===== src/rtl/frame_mem_pkg.sv =====
// frame_mem_pkg: shared types and constants for frame_mem_responder.
//   DATA_W / ADDR_W : bus widths
//   LAT_W           : width of the wait-state counters (latency 0..15)
//   wr_state_t / rd_state_t : write / read handshake FSM states
//   lat_load()      : initial wait-counter value for a given latency
package frame_mem_pkg;

  localparam int unsigned DATA_W = 32;
  localparam int unsigned ADDR_W = 32;
  localparam int unsigned LAT_W  = 4;

  typedef enum logic [1:0] {W_IDLE, W_WAIT, W_ACK} wr_state_t;
  typedef enum logic [1:0] {R_IDLE, R_WAIT, R_ACK} rd_state_t;

  // The counter is loaded with lat-1 so that *_WAIT lasts exactly lat cycles
  // (the cycle that sees zero is the last wait cycle).
  function automatic logic [LAT_W-1:0] lat_load(input int unsigned lat);
    logic [LAT_W-1:0] v;
    v = '0;
    if (lat != 0) v = LAT_W'(lat - 1);
    return v;
  endfunction

endpackage


===== src/rtl/frame_mem_dpram.sv =====
// frame_mem_dpram: DEPTH x DATA_W simple dual-port RAM.
//   clk   : clock
//   rst   : async active-high reset (clears the read register only)
//   we    : write enable, waddr / wdata : write port
//   re    : read enable,  raddr / rdata : registered read port
// A same-edge write and read of one word returns the new data (write-first).
module frame_mem_dpram
  import frame_mem_pkg::*;
#(
  parameter int unsigned DEPTH = 32,
  parameter int unsigned IDX_W = $clog2(DEPTH)
) (
  input  logic              clk,
  input  logic              rst,
  input  logic              we,
  input  logic [IDX_W-1:0]  waddr,
  input  logic [DATA_W-1:0] wdata,
  input  logic              re,
  input  logic [IDX_W-1:0]  raddr,
  output logic [DATA_W-1:0] rdata
);

  logic [DATA_W-1:0] mem [DEPTH];

  // Array kept out of any reset so it maps onto block RAM.
  always_ff @(posedge clk) begin
    if (we) mem[waddr] <= wdata;
  end

  always_ff @(posedge clk or posedge rst) begin
    if (rst) begin
      rdata <= '0;
    end else if (re) begin
      rdata <= (we && (waddr == raddr)) ? wdata : mem[raddr];
    end
  end

endmodule


===== src/rtl/frame_mem_responder.sv =====
// frame_mem_responder: memory slave with independent write and read
// waitrequest handshakes, each inserting a fixed number of wait cycles.
//   ctrl_clk, reset          : clock, async active-high reset
//   write_addr, iData, write : write request (byte address, data)
//   write_waitrequest        : low for exactly the completing cycle
//   read_addr, read          : read request (byte address)
//   oData, read_waitrequest  : read data (held until next read), handshake
//   wr_count, rd_count       : completed-access counters
//   proto_err                : sticky request-changed-during-wait flag
// Macro FRAME_MEM_RESPONDER_STATS_EN enables wr_count/rd_count/proto_err;
// without it those outputs are tied to zero.
module frame_mem_responder
  import frame_mem_pkg::*;
#(
  parameter int unsigned DEPTH  = 32,
  parameter int unsigned WR_LAT = 2,
  parameter int unsigned RD_LAT = 3
) (
  input  logic              ctrl_clk,
  input  logic              reset,
  input  logic [ADDR_W-1:0] write_addr,
  input  logic [DATA_W-1:0] iData,
  input  logic              write,
  output logic              write_waitrequest,
  input  logic [ADDR_W-1:0] read_addr,
  input  logic              read,
  output logic [DATA_W-1:0] oData,
  output logic              read_waitrequest,
  output logic [15:0]       wr_count,
  output logic [15:0]       rd_count,
  output logic              proto_err
);

  localparam int unsigned IDX_W = $clog2(DEPTH);

  wr_state_t         wr_state;
  logic [LAT_W-1:0]  wr_cnt;
  logic [ADDR_W-1:0] wr_addr_q;
  logic [DATA_W-1:0] wr_data_q;
  logic              wr_fire;

  rd_state_t         rd_state;
  logic [LAT_W-1:0]  rd_cnt;
  logic [ADDR_W-1:0] rd_addr_q;
  logic              rd_fire;

  logic              ram_we;
  logic              ram_re;
  logic [IDX_W-1:0]  ram_waddr;
  logic [IDX_W-1:0]  ram_raddr;
  logic [DATA_W-1:0] ram_wdata;

  // *_fire is true on the edge that enters *_ACK. The RAM write and the oData
  // capture both happen on that edge, so equal-latency accesses to the same
  // word collide in the RAM and the write-first bypass resolves them.
  always_comb begin
    wr_fire = 1'b0;
    case (wr_state)
      W_IDLE:  wr_fire = write && (WR_LAT == 0);
      W_WAIT:  wr_fire = (wr_cnt == '0);
      default: wr_fire = 1'b0;
    endcase
  end

  always_comb begin
    rd_fire = 1'b0;
    case (rd_state)
      R_IDLE:  rd_fire = read && (RD_LAT == 0);
      R_WAIT:  rd_fire = (rd_cnt == '0);
      default: rd_fire = 1'b0;
    endcase
  end

  // Zero-latency accesses fire straight from IDLE, before the capture
  // registers are loaded, so the RAM ports take the live inputs there.
  always_comb begin
    ram_we    = wr_fire && !reset;
    ram_re    = rd_fire && !reset;
    ram_waddr = (wr_state == W_IDLE) ? write_addr[IDX_W+1:2] : wr_addr_q[IDX_W+1:2];
    ram_wdata = (wr_state == W_IDLE) ? iData : wr_data_q;
    ram_raddr = (rd_state == R_IDLE) ? read_addr[IDX_W+1:2] : rd_addr_q[IDX_W+1:2];
  end

  always_ff @(posedge ctrl_clk or posedge reset) begin
    if (reset) begin
      wr_state          <= W_IDLE;
      wr_cnt            <= '0;
      wr_addr_q         <= '0;
      wr_data_q         <= '0;
      write_waitrequest <= 1'b1;
    end else begin
      write_waitrequest <= !wr_fire;
      case (wr_state)
        W_IDLE: begin
          if (write) begin
            wr_addr_q <= write_addr;
            wr_data_q <= iData;
            wr_cnt    <= lat_load(WR_LAT);
            wr_state  <= (WR_LAT == 0) ? W_ACK : W_WAIT;
          end
        end
        W_WAIT: begin
          if (wr_cnt == '0) wr_state <= W_ACK;
          else              wr_cnt   <= wr_cnt - 1'b1;
        end
        W_ACK:   wr_state <= W_IDLE;
        default: wr_state <= W_IDLE;
      endcase
    end
  end

  always_ff @(posedge ctrl_clk or posedge reset) begin
    if (reset) begin
      rd_state         <= R_IDLE;
      rd_cnt           <= '0;
      rd_addr_q        <= '0;
      read_waitrequest <= 1'b1;
    end else begin
      read_waitrequest <= !rd_fire;
      case (rd_state)
        R_IDLE: begin
          if (read) begin
            rd_addr_q <= read_addr;
            rd_cnt    <= lat_load(RD_LAT);
            rd_state  <= (RD_LAT == 0) ? R_ACK : R_WAIT;
          end
        end
        R_WAIT: begin
          if (rd_cnt == '0) rd_state <= R_ACK;
          else              rd_cnt   <= rd_cnt - 1'b1;
        end
        R_ACK:   rd_state <= R_IDLE;
        default: rd_state <= R_IDLE;
      endcase
    end
  end

  frame_mem_dpram #(
    .DEPTH (DEPTH),
    .IDX_W (IDX_W)
  ) u_ram (
    .clk   (ctrl_clk),
    .rst   (reset),
    .we    (ram_we),
    .waddr (ram_waddr),
    .wdata (ram_wdata),
    .re    (ram_re),
    .raddr (ram_raddr),
    .rdata (oData)
  );

`ifdef FRAME_MEM_RESPONDER_STATS_EN
  logic wr_violation;
  logic rd_violation;

  always_comb begin
    wr_violation = (wr_state == W_WAIT) &&
                   (!write || (write_addr != wr_addr_q) || (iData != wr_data_q));
    rd_violation = (rd_state == R_WAIT) &&
                   (!read || (read_addr != rd_addr_q));
  end

  always_ff @(posedge ctrl_clk or posedge reset) begin
    if (reset) begin
      wr_count  <= '0;
      rd_count  <= '0;
      proto_err <= 1'b0;
    end else begin
      if (wr_state == W_ACK) wr_count <= wr_count + 1'b1;
      if (rd_state == R_ACK) rd_count <= rd_count + 1'b1;
      if (wr_violation || rd_violation) proto_err <= 1'b1;
    end
  end
`else
  logic unused_ok;
  assign unused_ok = ^{wr_addr_q[ADDR_W-1:IDX_W+2], wr_addr_q[1:0],
                       rd_addr_q[ADDR_W-1:IDX_W+2], rd_addr_q[1:0]};
  assign wr_count  = '0;
  assign rd_count  = '0;
  assign proto_err = 1'b0;
`endif

endmodule


===== config.mk =====
export PLATFORM = sky130hd
export DESIGN_NAME = frame_mem_responder
export DESIGN_NICKNAME = d
export VERILOG_FILES = /design/src/rtl/frame_mem_pkg.sv /design/src/rtl/frame_mem_dpram.sv /design/src/rtl/frame_mem_responder.sv
export SDC_FILE = /design/constraint.sdc
export NUM_CORES = 2
export LEC_CHECK = 0
export ABC_AREA = 1
export CAP_MARGIN = 20
export CORE_AREA = 2 2 390 237
export CTS_CLUSTER_DIAMETER = 80
export CTS_CLUSTER_SIZE = 16
export DETAILED_ROUTE_END_ITERATION = 6
export DIE_AREA = 0 0 392 239
export PLACE_DENSITY = 0.73
export SLEW_MARGIN = 25
export SYNTH_ARGS = -nofsm -noshare
export SYNTH_HDL_FRONTEND = slang
export SYNTH_SLANG_ARGS = --single-unit

===== constraint.sdc =====
create_clock -name ctrl_clk -period 6.18 [get_ports ctrl_clk]
set_input_delay 0.618 -clock ctrl_clk [delete_from_list [all_inputs] [get_ports ctrl_clk]]
set_output_delay 0.618 -clock ctrl_clk [all_outputs]
set_load 0.05 [all_outputs]

==> impl_metrics.json <==
{
  "holdBufCountCts": 0,
  "grt-busiest-layer": "met1",
  "wire_per_inst_um": 21.6,
  "pin_count": 167,
  "netlist_area_um2": 49300,
  "gp_congestion": 0.829,
  "critPathMaxStageDelay_ns": 0.80,
  "num_rows": 86,
  "grt_max_degree": 160,
  "grt_use_met2": 0.411,
  "yosysMostFrequentCell": "nand2_1",
  "relSlewSlack": 0.225,
  "finalCritPeriodShare": 0.668,
  "rsz0062_at_grt": "false",
  "grt_overflow": 0,
  "place_area_um2": 51400,
  "io_buffers": 79,
  "seqPwrFrac": 0.368,
  "pwr_density_cell_nw_per_um2": 517,
  "synthTopCellsByCount": "1218 x nand2_1, 1052 x nand3_1, 1040 x inv_1",
  "synth_top_cell_by_area": "edfxtp_1",
  "drtPass1Iterations": 7,
  "path_buf_inv": 1,
  "async_flop_share": 0.0791,
  "crit_path_start_kind": "flip-flop",
  "cts-htree-levels": 3,
  "cts_sinks": 1112,
  "crit_chain": "nor2_1, nand2_2, nand2_8, nand2_1, o21ai_1, nor2_1, nand2_2, nor2_8, inv_2, nand3_1, a21oi_1",
  "p_int_w": 0.0157,
  "path_class": "reg -> reg",
  "yosysSeqAreaShare": 0.668,
  "die-width_um": 392,
  "dp_cells": 6049,
  "slew_violations": 0,
  "post_synth.cell_area_avg_um2": 10.0,
  "layout-drive-gt1-share": 0.0514,
  "num_vias": 34300,
  "synth_top_area_share": 0.623,
  "clockBufferDepth": 3,
  "cts_tree": "yes",
  "yosys_most_used_dff": "edfxtp_1",
  "p_leak_nw": 23.1,
  "postLayoutCoreUtil": 0.594,
  "drtAntennaViolNets": 0,
  "root_buffer": "clkbuf_16",
  "worstPathRequired_ns": 6.78,
  "finalSetupViolations": 0,
  "area_delta_synth_final_pct": 9.14,
  "ys_types": 30,
  "grt_pass1_vias": 31600,
  "switching_share": 0.437,
  "insertion_delay_ns": 0.68,
  "final_nets": 5004,
  "fin_skew_ns": 0.0352,
  "ys.warnings.count": 0,
  "grt_usage": 0.288,
  "yosys-top-cells-area": "edfxtp_1 62%, nand3_1 11%, nand2_1 9.3%",
  "stdcell_count": 6194,
  "n_fill_cell": 7242,
  "grt_antenna_before_repair": 1,
  "cts_setup_buffers": 0,
  "final_hold_viol_count": 0,
  "outcome": "complete, but fails checks",
  "cts_resized": 0,
  "initial_utilization": 0.545,
  "tightest_slew_ns": 1.16,
  "syn_inst": 4916,
  "core_um2": 90600,
  "crit_family": "simple AND/OR/NAND/NOR gates",
  "cp.depth": 11,
  "synth-edff-count": 1024,
  "cts_made_buffers": 80,
  "cap_violations": 0,
  "hpwl_um": 72400,
  "violations": "design-rule violations",
  "netSwitchingPower_w": 0.0121,
  "fin_tns_setup_ns": 0,
  "wl_um": 134000,
  "whs_ns": 0.327,
  "via_per_inst": 5.54,
  "dieHeight_um": 239,
  "ir_drop_mv": 0.691,
  "diodes": 0,
  "grtUsageMet3": 0.0731,
  "hold_class": "in -> async",
  "fmax_mhz": 242,
  "reg2reg_depth": 11,
  "period_needed_ns": 4.13,
  "endpoint_kind": "flip-flop",
  "clkPwrFrac": 0.186,
  "cts.clk_slew.worst_paths_ns": 0.07,
  "final_area_um2": 53800,
  "worstPathArrival_ns": 4.73,
  "drtIter0Drc": 5682,
  "worst-path-max-fanout": 96,
  "dieArea_um2": 93700,
  "cp_slowest_cell": "inv_2",
  "postSynthRegisterBits": 1112,
  "grt_pass1_wl_um": 199000,
  "power_frac_comb": 0.446,
  "met1_usage": 0.434,
  "route.detailed.drc": 7
}
-- path summary, 6_finish.rpt --
path	from	to	slack [ns]
worst max-delay path	rd_state[1]	u_ram.rdata[0]	2.05
worst min-delay path	reset	wr_addr_q[3]	0.33
worst max register to register	rd_state[1]	u_ram.rdata[0]	2.05
worst min register to register	wr_addr_q[3]	wr_addr_q[3]	0.49
max in group asynchronous	reset	rd_addr_q[4]	4.78
min in group ctrl_clk	wr_addr_q[3]	wr_addr_q[3]	0.49
-- cell families (layout without fill, tap and decap cells) --
logic type      after synthesis  count (layout)  share of synthesized area
compound gates              141             141                     0.0161
xor+xnor                      2               2                   0.000355
flops                      1112            1112                      0.668
buf+inv                    1330            1344                      0.110
simple gates               2328            2328                      0.205
fa+ha+maj                     2               2                   0.000507
other cells                   1              33                  0.0000760
-- final cells by class --
| cell class | count | area, µm² | area share |
|---|---|---|---|
| Sequential cell | 1112 | 33000 | 0.612 |
| Multi-Input combinational cell | 2506 | 11500 | 0.213 |
| Inverter | 1042 | 3920 | 0.0728 |
| Clock buffer | 138 | 2350 | 0.0436 |
| Timing Repair Buffer | 160 | 1570 | 0.0292 |
| Tap cell | 1232 | 1540 | 0.0286 |
| Clock inverter | 4 | 48.8 | 0.000906 |
-- power by group through the flow --
stage | logic, W | registers (W) | clock network, W
after global routing | 0.0134 | 0.0103 | 0.00546
after floorplan | 0.00767 | 0.0108 | 0
after detailed placement | 0.0121 | 0.0104 | 0
after CTS | 0.0121 | 0.0102 | 0.00519
final | 0.0124 | 0.0102 | 0.00517
after global placement | 0.0118 | 0.0104 | 0
-- registers in the layout (all words and copies together) (netlist names) --
| register | count |
|---|---|
| rd_addr_q | 5 |
| u_ram.mem | 1024 |
| wr_data_q | 32 |
| wr_addr_q | 5 |
| rd_state | 2 |
| wr_cnt | 4 |
| wr_state | 2 |
| u_ram.rdata | 32 |
| write_waitrequest | 1 |
| rd_cnt | 4 |
| read_waitrequest | 1 |
-- layer usage --
layer,vias up,routed length (µm)
li1,15700,-
met1,16200,55400
met2,2111,56000
met3,264,18500
met4,2,3890
met5,-,13
-- through the flow --
| step | power (W) | worst slack (ns) |
|---|---|---|
| floorplan | 0.0184 | 1.30 |
| CTS | 0.0276 | 2.19 |
| global route | 0.0292 | 1.90 |
| global placement | 0.0222 | 1.98 |
| detailed placement | 0.0225 | 1.85 |
| finish | 0.0278 | 2.05 |
-- cells in the final DEF (no fill, tap or decap), types with 2 or more instances in the layout --
cell,count
nand2_1,1213
nand3_1,1052
inv_1,1032
edfxtp_1,1024
clkbuf_16,86
dfrtp_1,86
clkdlybuf4s50_1,79
buf_4,69
clkbuf_1,52
o21ai_0,50
a21oi_1,42
nor2_4,33
conb_1,33
nor2_1,16
o21a_1,15
o21ai_2,12
a21oi_2,10
buf_12,9
o21ai_4,7
inv_2,6
nand2_2,5
nor3_1,3
buf_16,3
nand2_4,2
xnor2_1,2
o22ai_1,2
clkinv_1,2
ha_1,2
clkinv_8,2
dfstp_2,2
No activity file was read; power rests on OpenSTA's default activity.
